===== src/rtl/alu_operand_stage_pkg.sv =====
// Shared definitions for the ALU operand stage.
//   - Default widths for data, opcode and register index.
//   - ALU_* opcode encodings shared with the integer ALU.
//   - Zero-register index and the occupancy-state type.
package alu_operand_stage_pkg;

  localparam int DEF_DATA_W = 32;
  localparam int DEF_OP_W   = 8;
  localparam int DEF_REG_AW = 5;

  localparam logic [DEF_REG_AW-1:0] ZERO_REG = '0;

  localparam logic [DEF_OP_W-1:0] ALU_NOP       = 8'h00;
  localparam logic [DEF_OP_W-1:0] ALU_ADDW      = 8'h01;
  localparam logic [DEF_OP_W-1:0] ALU_SUBW      = 8'h02;
  localparam logic [DEF_OP_W-1:0] ALU_AND       = 8'h03;
  localparam logic [DEF_OP_W-1:0] ALU_OR        = 8'h04;
  localparam logic [DEF_OP_W-1:0] ALU_XOR       = 8'h05;
  localparam logic [DEF_OP_W-1:0] ALU_SLLW      = 8'h06;
  localparam logic [DEF_OP_W-1:0] ALU_SRLW      = 8'h07;
  localparam logic [DEF_OP_W-1:0] ALU_SRAW      = 8'h08;
  localparam logic [DEF_OP_W-1:0] ALU_SLT       = 8'h09;
  localparam logic [DEF_OP_W-1:0] ALU_SLTU      = 8'h0A;
  localparam logic [DEF_OP_W-1:0] ALU_LU12IW    = 8'h0B;
  localparam logic [DEF_OP_W-1:0] ALU_PCADDU12I = 8'h0C;

  typedef enum logic {
    S_EMPTY = 1'b0,
    S_FULL  = 1'b1
  } stage_state_e;

endpackage


===== src/rtl/alu_operand_stage_fwd_mux.sv =====
// Combinational operand resolver for one source register.
// Ports:
//   i_rs                       source index
//   i_rf_data                  regfile read data
//   i_ex_we/i_ex_is_load/i_ex_rd/i_ex_data   EX-stage tuple (held instruction)
//   i_mem_we/i_mem_rd/i_mem_data             MEM-stage tuple
//   i_wb_we/i_wb_rd/i_wb_data                WB-stage tuple
//   o_data                     resolved operand
// Priority: r0, EX, MEM, WB, regfile.
module fwd_mux #(
  parameter int DATA_W = 32,
  parameter int REG_AW = 5
) (
  input  logic [REG_AW-1:0] i_rs,
  input  logic [DATA_W-1:0] i_rf_data,
  input  logic              i_ex_we,
  input  logic              i_ex_is_load,
  input  logic [REG_AW-1:0] i_ex_rd,
  input  logic [DATA_W-1:0] i_ex_data,
  input  logic              i_mem_we,
  input  logic [REG_AW-1:0] i_mem_rd,
  input  logic [DATA_W-1:0] i_mem_data,
  input  logic              i_wb_we,
  input  logic [REG_AW-1:0] i_wb_rd,
  input  logic [DATA_W-1:0] i_wb_data,
  output logic [DATA_W-1:0] o_data
);

  always_comb begin
    o_data = i_rf_data;
    if (i_rs == '0)
      o_data = '0;
    // A load's ex_result is an address, not the loaded value.
    else if (i_ex_we && !i_ex_is_load && (i_ex_rd == i_rs))
      o_data = i_ex_data;
    else if (i_mem_we && (i_mem_rd == i_rs))
      o_data = i_mem_data;
    else if (i_wb_we && (i_wb_rd == i_rs))
      o_data = i_wb_data;
  end

endmodule


===== src/rtl/alu_operand_stage.sv =====
// Dispatch-to-execute pipeline register in front of the integer ALU.
// Resolves rs1/rs2 through EX/MEM/WB bypass and regfile data, substitutes
// PC/immediate, stalls on load-use, holds under backpressure, drops on flush.
// Ports:
//   clk, rst_n (async, active-low), flush
//   in_* : dispatch handshake and instruction fields, in_ready back
//   ex_result, mem_fwd_*, wb_fwd_* : bypass sources
//   out_* : registered ALU inputs and EX bookkeeping, out_ready in
module alu_operand_stage #(
  parameter int DATA_W = alu_operand_stage_pkg::DEF_DATA_W,
  parameter int OP_W   = alu_operand_stage_pkg::DEF_OP_W,
  parameter int REG_AW = alu_operand_stage_pkg::DEF_REG_AW
) (
  input  logic              clk,
  input  logic              rst_n,
  input  logic              flush,
  input  logic              in_valid,
  output logic              in_ready,
  input  logic [OP_W-1:0]   in_aluop,
  input  logic [REG_AW-1:0] in_rs1,
  input  logic [REG_AW-1:0] in_rs2,
  input  logic [DATA_W-1:0] in_rs1_data,
  input  logic [DATA_W-1:0] in_rs2_data,
  input  logic [DATA_W-1:0] in_imm,
  input  logic              in_use_imm,
  input  logic              in_use_pc,
  input  logic [DATA_W-1:0] in_pc,
  input  logic [REG_AW-1:0] in_rd,
  input  logic              in_we,
  input  logic              in_is_load,
  input  logic [DATA_W-1:0] ex_result,
  input  logic              mem_fwd_we,
  input  logic [REG_AW-1:0] mem_fwd_rd,
  input  logic [DATA_W-1:0] mem_fwd_data,
  input  logic              wb_fwd_we,
  input  logic [REG_AW-1:0] wb_fwd_rd,
  input  logic [DATA_W-1:0] wb_fwd_data,
  output logic              out_valid,
  input  logic              out_ready,
  output logic [OP_W-1:0]   out_aluop,
  output logic [DATA_W-1:0] out_reg1,
  output logic [DATA_W-1:0] out_reg2,
  output logic [REG_AW-1:0] out_rd,
  output logic              out_we,
  output logic              out_is_load,
  output logic [DATA_W-1:0] out_pc
);

  import alu_operand_stage_pkg::*;

  stage_state_e      r_state, w_state_nxt;
  logic [OP_W-1:0]   r_aluop;
  logic [DATA_W-1:0] r_reg1, r_reg2, r_pc;
  logic [REG_AW-1:0] r_rd;
  logic              r_we, r_is_load;

  logic [DATA_W-1:0] w_rs1_val, w_rs2_val;
  logic              w_full, w_ex_we, w_hz, w_accept;

  assign w_full  = (r_state == S_FULL);
  assign w_ex_we = w_full && r_we;

  fwd_mux #(.DATA_W(DATA_W), .REG_AW(REG_AW)) u_fwd_rs1 (
    .i_rs(in_rs1), .i_rf_data(in_rs1_data),
    .i_ex_we(w_ex_we), .i_ex_is_load(r_is_load), .i_ex_rd(r_rd), .i_ex_data(ex_result),
    .i_mem_we(mem_fwd_we), .i_mem_rd(mem_fwd_rd), .i_mem_data(mem_fwd_data),
    .i_wb_we(wb_fwd_we), .i_wb_rd(wb_fwd_rd), .i_wb_data(wb_fwd_data),
    .o_data(w_rs1_val)
  );

  fwd_mux #(.DATA_W(DATA_W), .REG_AW(REG_AW)) u_fwd_rs2 (
    .i_rs(in_rs2), .i_rf_data(in_rs2_data),
    .i_ex_we(w_ex_we), .i_ex_is_load(r_is_load), .i_ex_rd(r_rd), .i_ex_data(ex_result),
    .i_mem_we(mem_fwd_we), .i_mem_rd(mem_fwd_rd), .i_mem_data(mem_fwd_data),
    .i_wb_we(wb_fwd_we), .i_wb_rd(wb_fwd_rd), .i_wb_data(wb_fwd_data),
    .o_data(w_rs2_val)
  );

  // Only sources actually read by the instruction can create a load-use stall.
  assign w_hz = in_valid && w_full && r_is_load && r_we && (r_rd != ZERO_REG) &&
                ((!in_use_pc  && (in_rs1 == r_rd)) ||
                 (!in_use_imm && (in_rs2 == r_rd)));

  assign in_ready = !flush && !w_hz && (!w_full || out_ready);
  assign w_accept = in_valid && in_ready;

  always_comb begin
    w_state_nxt = r_state;
    if (flush)
      w_state_nxt = S_EMPTY;
    else if (w_accept)
      w_state_nxt = S_FULL;
    else if (out_ready && (w_hz || !in_valid))
      w_state_nxt = S_EMPTY;
  end

  always_ff @(posedge clk or negedge rst_n) begin
    if (!rst_n)
      r_state <= S_EMPTY;
    else
      r_state <= w_state_nxt;
  end

  always_ff @(posedge clk or negedge rst_n) begin
    if (!rst_n) begin
      r_aluop   <= '0;
      r_reg1    <= '0;
      r_reg2    <= '0;
      r_rd      <= '0;
      r_we      <= 1'b0;
      r_is_load <= 1'b0;
      r_pc      <= '0;
    end else if (w_accept) begin
      r_aluop   <= in_aluop;
      r_reg1    <= in_use_pc  ? in_pc  : w_rs1_val;
      r_reg2    <= in_use_imm ? in_imm : w_rs2_val;
      r_rd      <= in_rd;
      r_we      <= in_we;
      r_is_load <= in_is_load;
      r_pc      <= in_pc;
    end
  end

  assign out_valid   = w_full;
  assign out_aluop   = r_aluop;
  assign out_reg1    = r_reg1;
  assign out_reg2    = r_reg2;
  assign out_rd      = r_rd;
  assign out_we      = r_we;
  assign out_is_load = r_is_load;
  assign out_pc      = r_pc;

endmodule


===== config.mk =====
export PLATFORM = sky130hd
export DESIGN_NAME = alu_operand_stage
export DESIGN_NICKNAME = d
export VERILOG_FILES = /design/src/rtl/alu_operand_stage_pkg.sv /design/src/rtl/alu_operand_stage_fwd_mux.sv /design/src/rtl/alu_operand_stage.sv
export SDC_FILE = /design/constraint.sdc
export NUM_CORES = 1
export LEC_CHECK = 0
export ABC_AREA = 0
export CORE_AREA = 2 2 146 148
export CTS_CLUSTER_DIAMETER = 150
export DETAILED_ROUTE_END_ITERATION = 10
export DIE_AREA = 0 0 148 150
export GPL_TIMING_DRIVEN = 0
export PLACE_DENSITY = 0.67
export SLEW_MARGIN = 20
export SYNTH_ARGS = -nofsm -noshare
export SYNTH_HDL_FRONTEND = slang
export SYNTH_SLANG_ARGS = --single-unit
export TNS_END_PERCENT = 10

===== constraint.sdc =====
create_clock -name clk -period 2.9 [get_ports clk]
set_input_delay 0.58 -clock clk [delete_from_list [all_inputs] [get_ports clk]]
set_output_delay 0.58 -clock clk [all_outputs]
set_load 0.02 [all_outputs]

# Word-level counts from Yosys, hierarchy flattened
# Index checks and enable logic that the tools add are counted.
# word_totals
ff_bits	112
latchBits	0
mem_bits_rw	0
mem_bits_ro	0
in_bits	268
word_cells	62
mem_count	0
# classes
n_addsub	0
n_mul	0
div	0
magnitude_cmp	0
eq_ne	8
shift	0
n_mux	13
bitwise	0
n_reduce_logical	33
# op_table
cell	n
$mux W32	10
$eq A5 B5 Y1	8
$logic_and A1 B1 Y1	19
$logic_not A5 Y1	2
$logic_not A1 Y1	7
$reduce_bool A5 Y1	1
$logic_or A1 B1 Y1	3
$mux W1	3
$reduce_bool A3 Y1	1

# Logic depth before layout (Yosys ltp)
# logic_depth
depth_word	11
depth_mapped	8
depth_no_buf	6

# Modules after synthesis
# A second synthesis with hierarchy kept.
# hier_totals
hier_cells	673
area_unflattened_um2	8255.4
# by_module_without_submodules
module	instances	cells_each	area_per_inst_um2
alu_operand_stage	1	331	5442.7
fwd_mux	2	171	1406.3

# Worst setup path before layout
# No wires, ideal clock.
# synth_path
path_type	input to register
start	input port wb_fwd_rd[3]
end	register r_reg1[12], in the netlist out_reg1[12]
arrival_ps	1997
required_time_ps	2770
setup_slack_ps	772
stages	8
path_buffers	2
path_cell_list	xor2_1 > nor4_1 > and3_1 > clkbuf_2 > buf_4 > mux2_2 > o221ai_1 > a31oi_1
# synth_between
elab_chain_cells	7
# synth_lines
element	line	source
from (decl)	alu_operand_stage.sv:36	input logic [REG_AW-1:0] wb_fwd_rd,
$eq A5 B5 Y1	alu_operand_stage_fwd_mux.sv:38	else if (i_wb_we && (i_wb_rd == i_rs))
$logic_and A1 B1 Y1	alu_operand_stage_fwd_mux.sv:38	
$mux W32	alu_operand_stage_fwd_mux.sv:38	
$mux W32	alu_operand_stage_fwd_mux.sv:36	else if (i_mem_we && (i_mem_rd == i_rs))
$mux W32	alu_operand_stage_fwd_mux.sv:34	else if (i_ex_we && !i_ex_is_load && (i_ex_rd == i_rs))
$mux W32	alu_operand_stage_fwd_mux.sv:31	if (i_rs == '0)
$mux W32	alu_operand_stage.sv:115	r_reg1 <= in_use_pc ? in_pc : w_rs1_val;
to (signal assigned)	alu_operand_stage.sv:115	
to (decl)	alu_operand_stage.sv:53	logic [DATA_W-1:0] r_reg1, r_reg2, r_pc;
# No other way between the ends.
# A chain may end at the register's enable or synchronous reset.

# Final worst setup path
# layout_path
start	input port in_rs2[3]
end	output port in_ready
# layout_between
elab_chain_cells	7
# layout_lines
element	line	source
from (decl)	alu_operand_stage.sv:21	input logic [REG_AW-1:0] in_rs2,
$eq A5 B5 Y1	alu_operand_stage.sv:82	(!in_use_imm && (in_rs2 == r_rd)));
$logic_and A1 B1 Y1	alu_operand_stage.sv:82	
$logic_or A1 B1 Y1	alu_operand_stage.sv:81	((!in_use_pc && (in_rs1 == r_rd)) ||
$logic_and A1 B1 Y1	alu_operand_stage.sv:80	assign w_hz = in_valid && w_full && r_is_load && r_we && (r_rd != ZERO_REG) &&
$logic_not A1 Y1	alu_operand_stage.sv:84	assign in_ready = !flush && !w_hz && (!w_full || out_ready);
$logic_and A1 B1 Y1 (2 in series)	alu_operand_stage.sv:84	
to (decl)	alu_operand_stage.sv:18	output logic in_ready,
# No other way between the ends.

==> metrics.md <==
| Metric | Value |
|---|---|
| Synth Cell Area | `slightly below 0.007 sq mm` |
| Commonest cells in the synthesized netlist | `112 x dfrtp_1, 97 x nor2_1, 89 x mux2_2, 67 x nand2_1, 66 x a21oi_1` |
| Global-route wire length before repair | `47600 um` |
| Fraction of registers with async set/reset | `100%` |
| RR Startpoint | `out_rd[2]$_DFFE_PN0P_` |
| Max FO, Critical Path | `4` |
| Area Growth Syn to Fin | `68.1%` |
| Worst-case clock buffer depth | `2` |
| RePlAce Congestion | `0.897` |
| Synth Warn # | `0` |
| Post-route ant nets | `0` |
| Total Die Area | `about 0.022 sq mm` |
| Diodes inserted | `0` |
| Net Count, Synth | `about 970` |
| Overall routing resource usage | `28.7%` |
| Clock sink count | `between 100 and 150` |
| CP endpoint kind | `primary output` |
| Top_reg_cell synth | `dfrtp_1` |
| Share of cells above drive strength 1 | `between 10 and 15%` |
| Worst r2r dst | `out_reg2[1]$_DFFE_PN0P_` |
| DR vias/cell | `approximately 5.5` |
| Final wirelength | `~33000 um` |
| Core area | `roughly 0.021 sq mm` |
| Worst slew pin tran | `712 ps` |
| Post-layout nets | `~1400` |
| Global route total overflow | `0` |
| Initial antenna violation count | `0` |
| Power per cell area | `484 mW/mm^2` |
| Root buffer selected by CTS | `clkbuf_16` |
| Rel. slew slack | `52.6%` |
| Crit start category | `input pin` |
| # DRC | `0` |
| Drt first pass iters | `4` |
| Share of the synthesized area in the top cell type | `between 40 and 50%` |
| Post-synth top area cell | `dfrtp_1` |
| Post-Synthesis Cells | `between 700 and 800` |
| Initial Utilization | `approximately a third` |
| Starting DRT DRC Count | `388` |
| Worst r2r path cells | `8` |
| Clk_skew | `15.3 ps` |
| RSZ-0062 raised after global routing | `true` |
| Largest net degree at the start of global routing | `between 60 and 70` |
| Fin cells | `around 1400` |
| Cts hold-fix bufs | `0` |
| Unique cell type count in the Yosys netlist | `31` |
| Final setup fails | `0` |
| Post-synthesis sequential area ratio | `41.6%` |
| DPL Wire Length | `25500 um` |
| CP max stage cell | `clkdlybuf4s50_1` |
| Htree depth | `3` |
| Cell chain of the critical path | `clkdlybuf4s50_1 > xor2_1 > nor3_2 > a22o_1 > nand2_1 > and2_1 > dlygate4sd2_1` |
| Synthesis-stage register bit count | `112` |
| Die height | `150 um` |
| Mean post-synth cell area | `around 9.6 sq um` |
| Min Tclk post-route | `2890 ps` |
| Final period util | `99.5%` |
| Wire per inst | `between 20 and 25 um` |
| # IOs | `381` |
| CTS clk-pin slew, worst paths | `80 ps` |
| Setup bufs post-CTS | `0` |
| Cell with the most instances after synthesis | `dfrtp_1` |
| Data required, critical path | `between 2000 and 2500 ps` |
| CTS Buf Count | `9` |
| Peak supply drop | `~0.33 mV` |
| Leakage | `approximately 4.4 nW` |
| Vias | `about 7500` |
| Inst Count DP | `between 1000 and 1500` |
| Post-route core utilization | `54.8%` |
| PortBufs | `about 380` |
| R2r setup slk | `460 ps` |
| Worst min path class | `in2async` |
| Crit path largest cell delay | `520 ps` |
| Vias in the first global route | `roughly 7900` |
| Top cells by area, synth | `dfrtp_1 42%, mux2_2 15%, o221ai_1 8.3%, a31oi_1 5.9%, nor2_1 5.4%` |
| Rows | `between 50 and 60` |
| Slew Viols, Final | `0` |
| Die W | `148 um` |
| Status | `finished, final reports clean` |
| CTS tree | `done` |
| Critical Path AT | `between 2000 and 2500 ps` |
| Number of synthesized flops with an enable pin | `0` |
| Final Hold Viols | `0` |
| # Max-Cap Violations | `0` |
| Crit Path Category | `in2out` |
| Peak Freq | `about 350 MHz` |
| Clk_lat worst skew | `~360 ps` |
## how the worst max path moves through the flow
| stage | from | endpoint | slack [ps] | cells past startpoint |
|---|---|---|---|---|
| floorplan | wb_fwd_rd[3] | out_reg1[12]$_DFFE_PN0P_ | 770 | 8 |
| global placement | rst_n | out_pc[9]$_DFFE_PN0P_ | -3530 | 1 |
| detailed placement | in_rs1[3] | out_reg1[17]$_DFFE_PN0P_ | -460 | 9 |
| CTS | in_rs1[4] | in_ready | -8 | 7 |
| global route | in_rs2[3] | in_ready | -90 | 7 |
| finish | in_rs2[3] | in_ready | 10 | 7 |
## per-layer routing
layer	GRT usage (%)	vias to the layer above	part of all wire (%)
met3	8.14	59	9.3
met4	10.4	0	3.5
met2	50.0	415	49
li1	-	3398	-
met1	33.7	3647	38
met5	0	-	0
## through the flow
stage	setup WS (ps)	TNS (ps)	instance area, sq um	hold WS [ps]	total power, mW
global placement	-3530	-412760	10900	471	4.07
global route	-87.9	-93.1	11300	209	5.72
detailed placement	-464	-19880	10900	476	4.10
CTS	-8.19	-13.7	11300	188	5.50
floorplan	772	0	6740	284	2.88
finish	13.6	0	11300	162	5.48
## cell families (layout without fill, tap and decap cells)
logic type,count (synthesis),count (layout),share of synthesized area (%)
AOI/OAI and AO/OA,202,202,20.2
DFF,112,112,41.6
and+or+nand+nor,186,186,11.3
buffers and inverters,63,458,4.55
muxes,111,111,18.5
xor gates and xnor gates,30,30,3.90
## flip-flops by register name (all words and copies together) (netlist names)
| signal | cells |
|---|---|
| out_aluop | 8 |
| out_is_load | 1 |
| out_pc | 32 |
| out_rd | 5 |
| out_reg1 | 32 |
| out_reg2 | 32 |
| out_valid | 1 |
| out_we | 1 |
## worst max-delay path, delay by kind of cell
family,cells,cell delay [ps]
buf+inv,2,830
xor+xnor,1,220
simple gates,3,450
compound gates,1,210
## cells in the final DEF (no fill, tap or decap), types with 3 or more instances in the layout
cell / synthesis / routed
o221ai_2: 0 / 5
mux2_1: 22 / 22
clkbuf_1: 24 / 22
clkbuf_2: 2 / 4
dlymetal6s2s_1: 0 / 4
nor2_1: 97 / 97
mux2_2: 89 / 89
a31oi_1: 64 / 64
nor3_1: 5 / 3
clkbuf_16: 0 / 9
nand2_1: 67 / 67
xor2_2: 0 / 3
xor2_1: 26 / 23
clkdlybuf4s50_1: 0 / 371
buf_2: 27 / 27
o221ai_1: 64 / 59
clkinv_8: 0 / 4
nor4_1: 4 / 3
a21oi_1: 66 / 66
dfrtp_1: 112 / 112
xnor2_1: 4 / 4
buf_4: 9 / 8
## cell type report
class | instances | area, sq um
sequential | 112 | 2800
buffer | 62 | 309
fill | 1948 | 9360
tap | 275 | 344
clock buffer | 9 | 225
timing repair buffer | 379 | 3820
inverter | 1 | 3.75
clock inverter | 7 | 113
multi-input combinational | 529 | 3710
## where the power goes
part	switching (mW)	total, mW	leakage, nW	internal [mW]
Combinational	1.01	2.10	2.96	1.09
Clock	0.685	1.39	0.161	0.705
Sequential	0.172	2.00	1.28	1.82
Total	1.86	5.48	4.40	3.62
## timing repair
| action | CTS | global route |
|---|---|---|
| endpoints found under the setup margin | 5 | 47 |
| resized for setup | 5 | 19 |
| gates cloned | 0 | 0 |
| pin swaps | 0 | 1 |
Note: power is estimated with default switching activity, not from simulation.
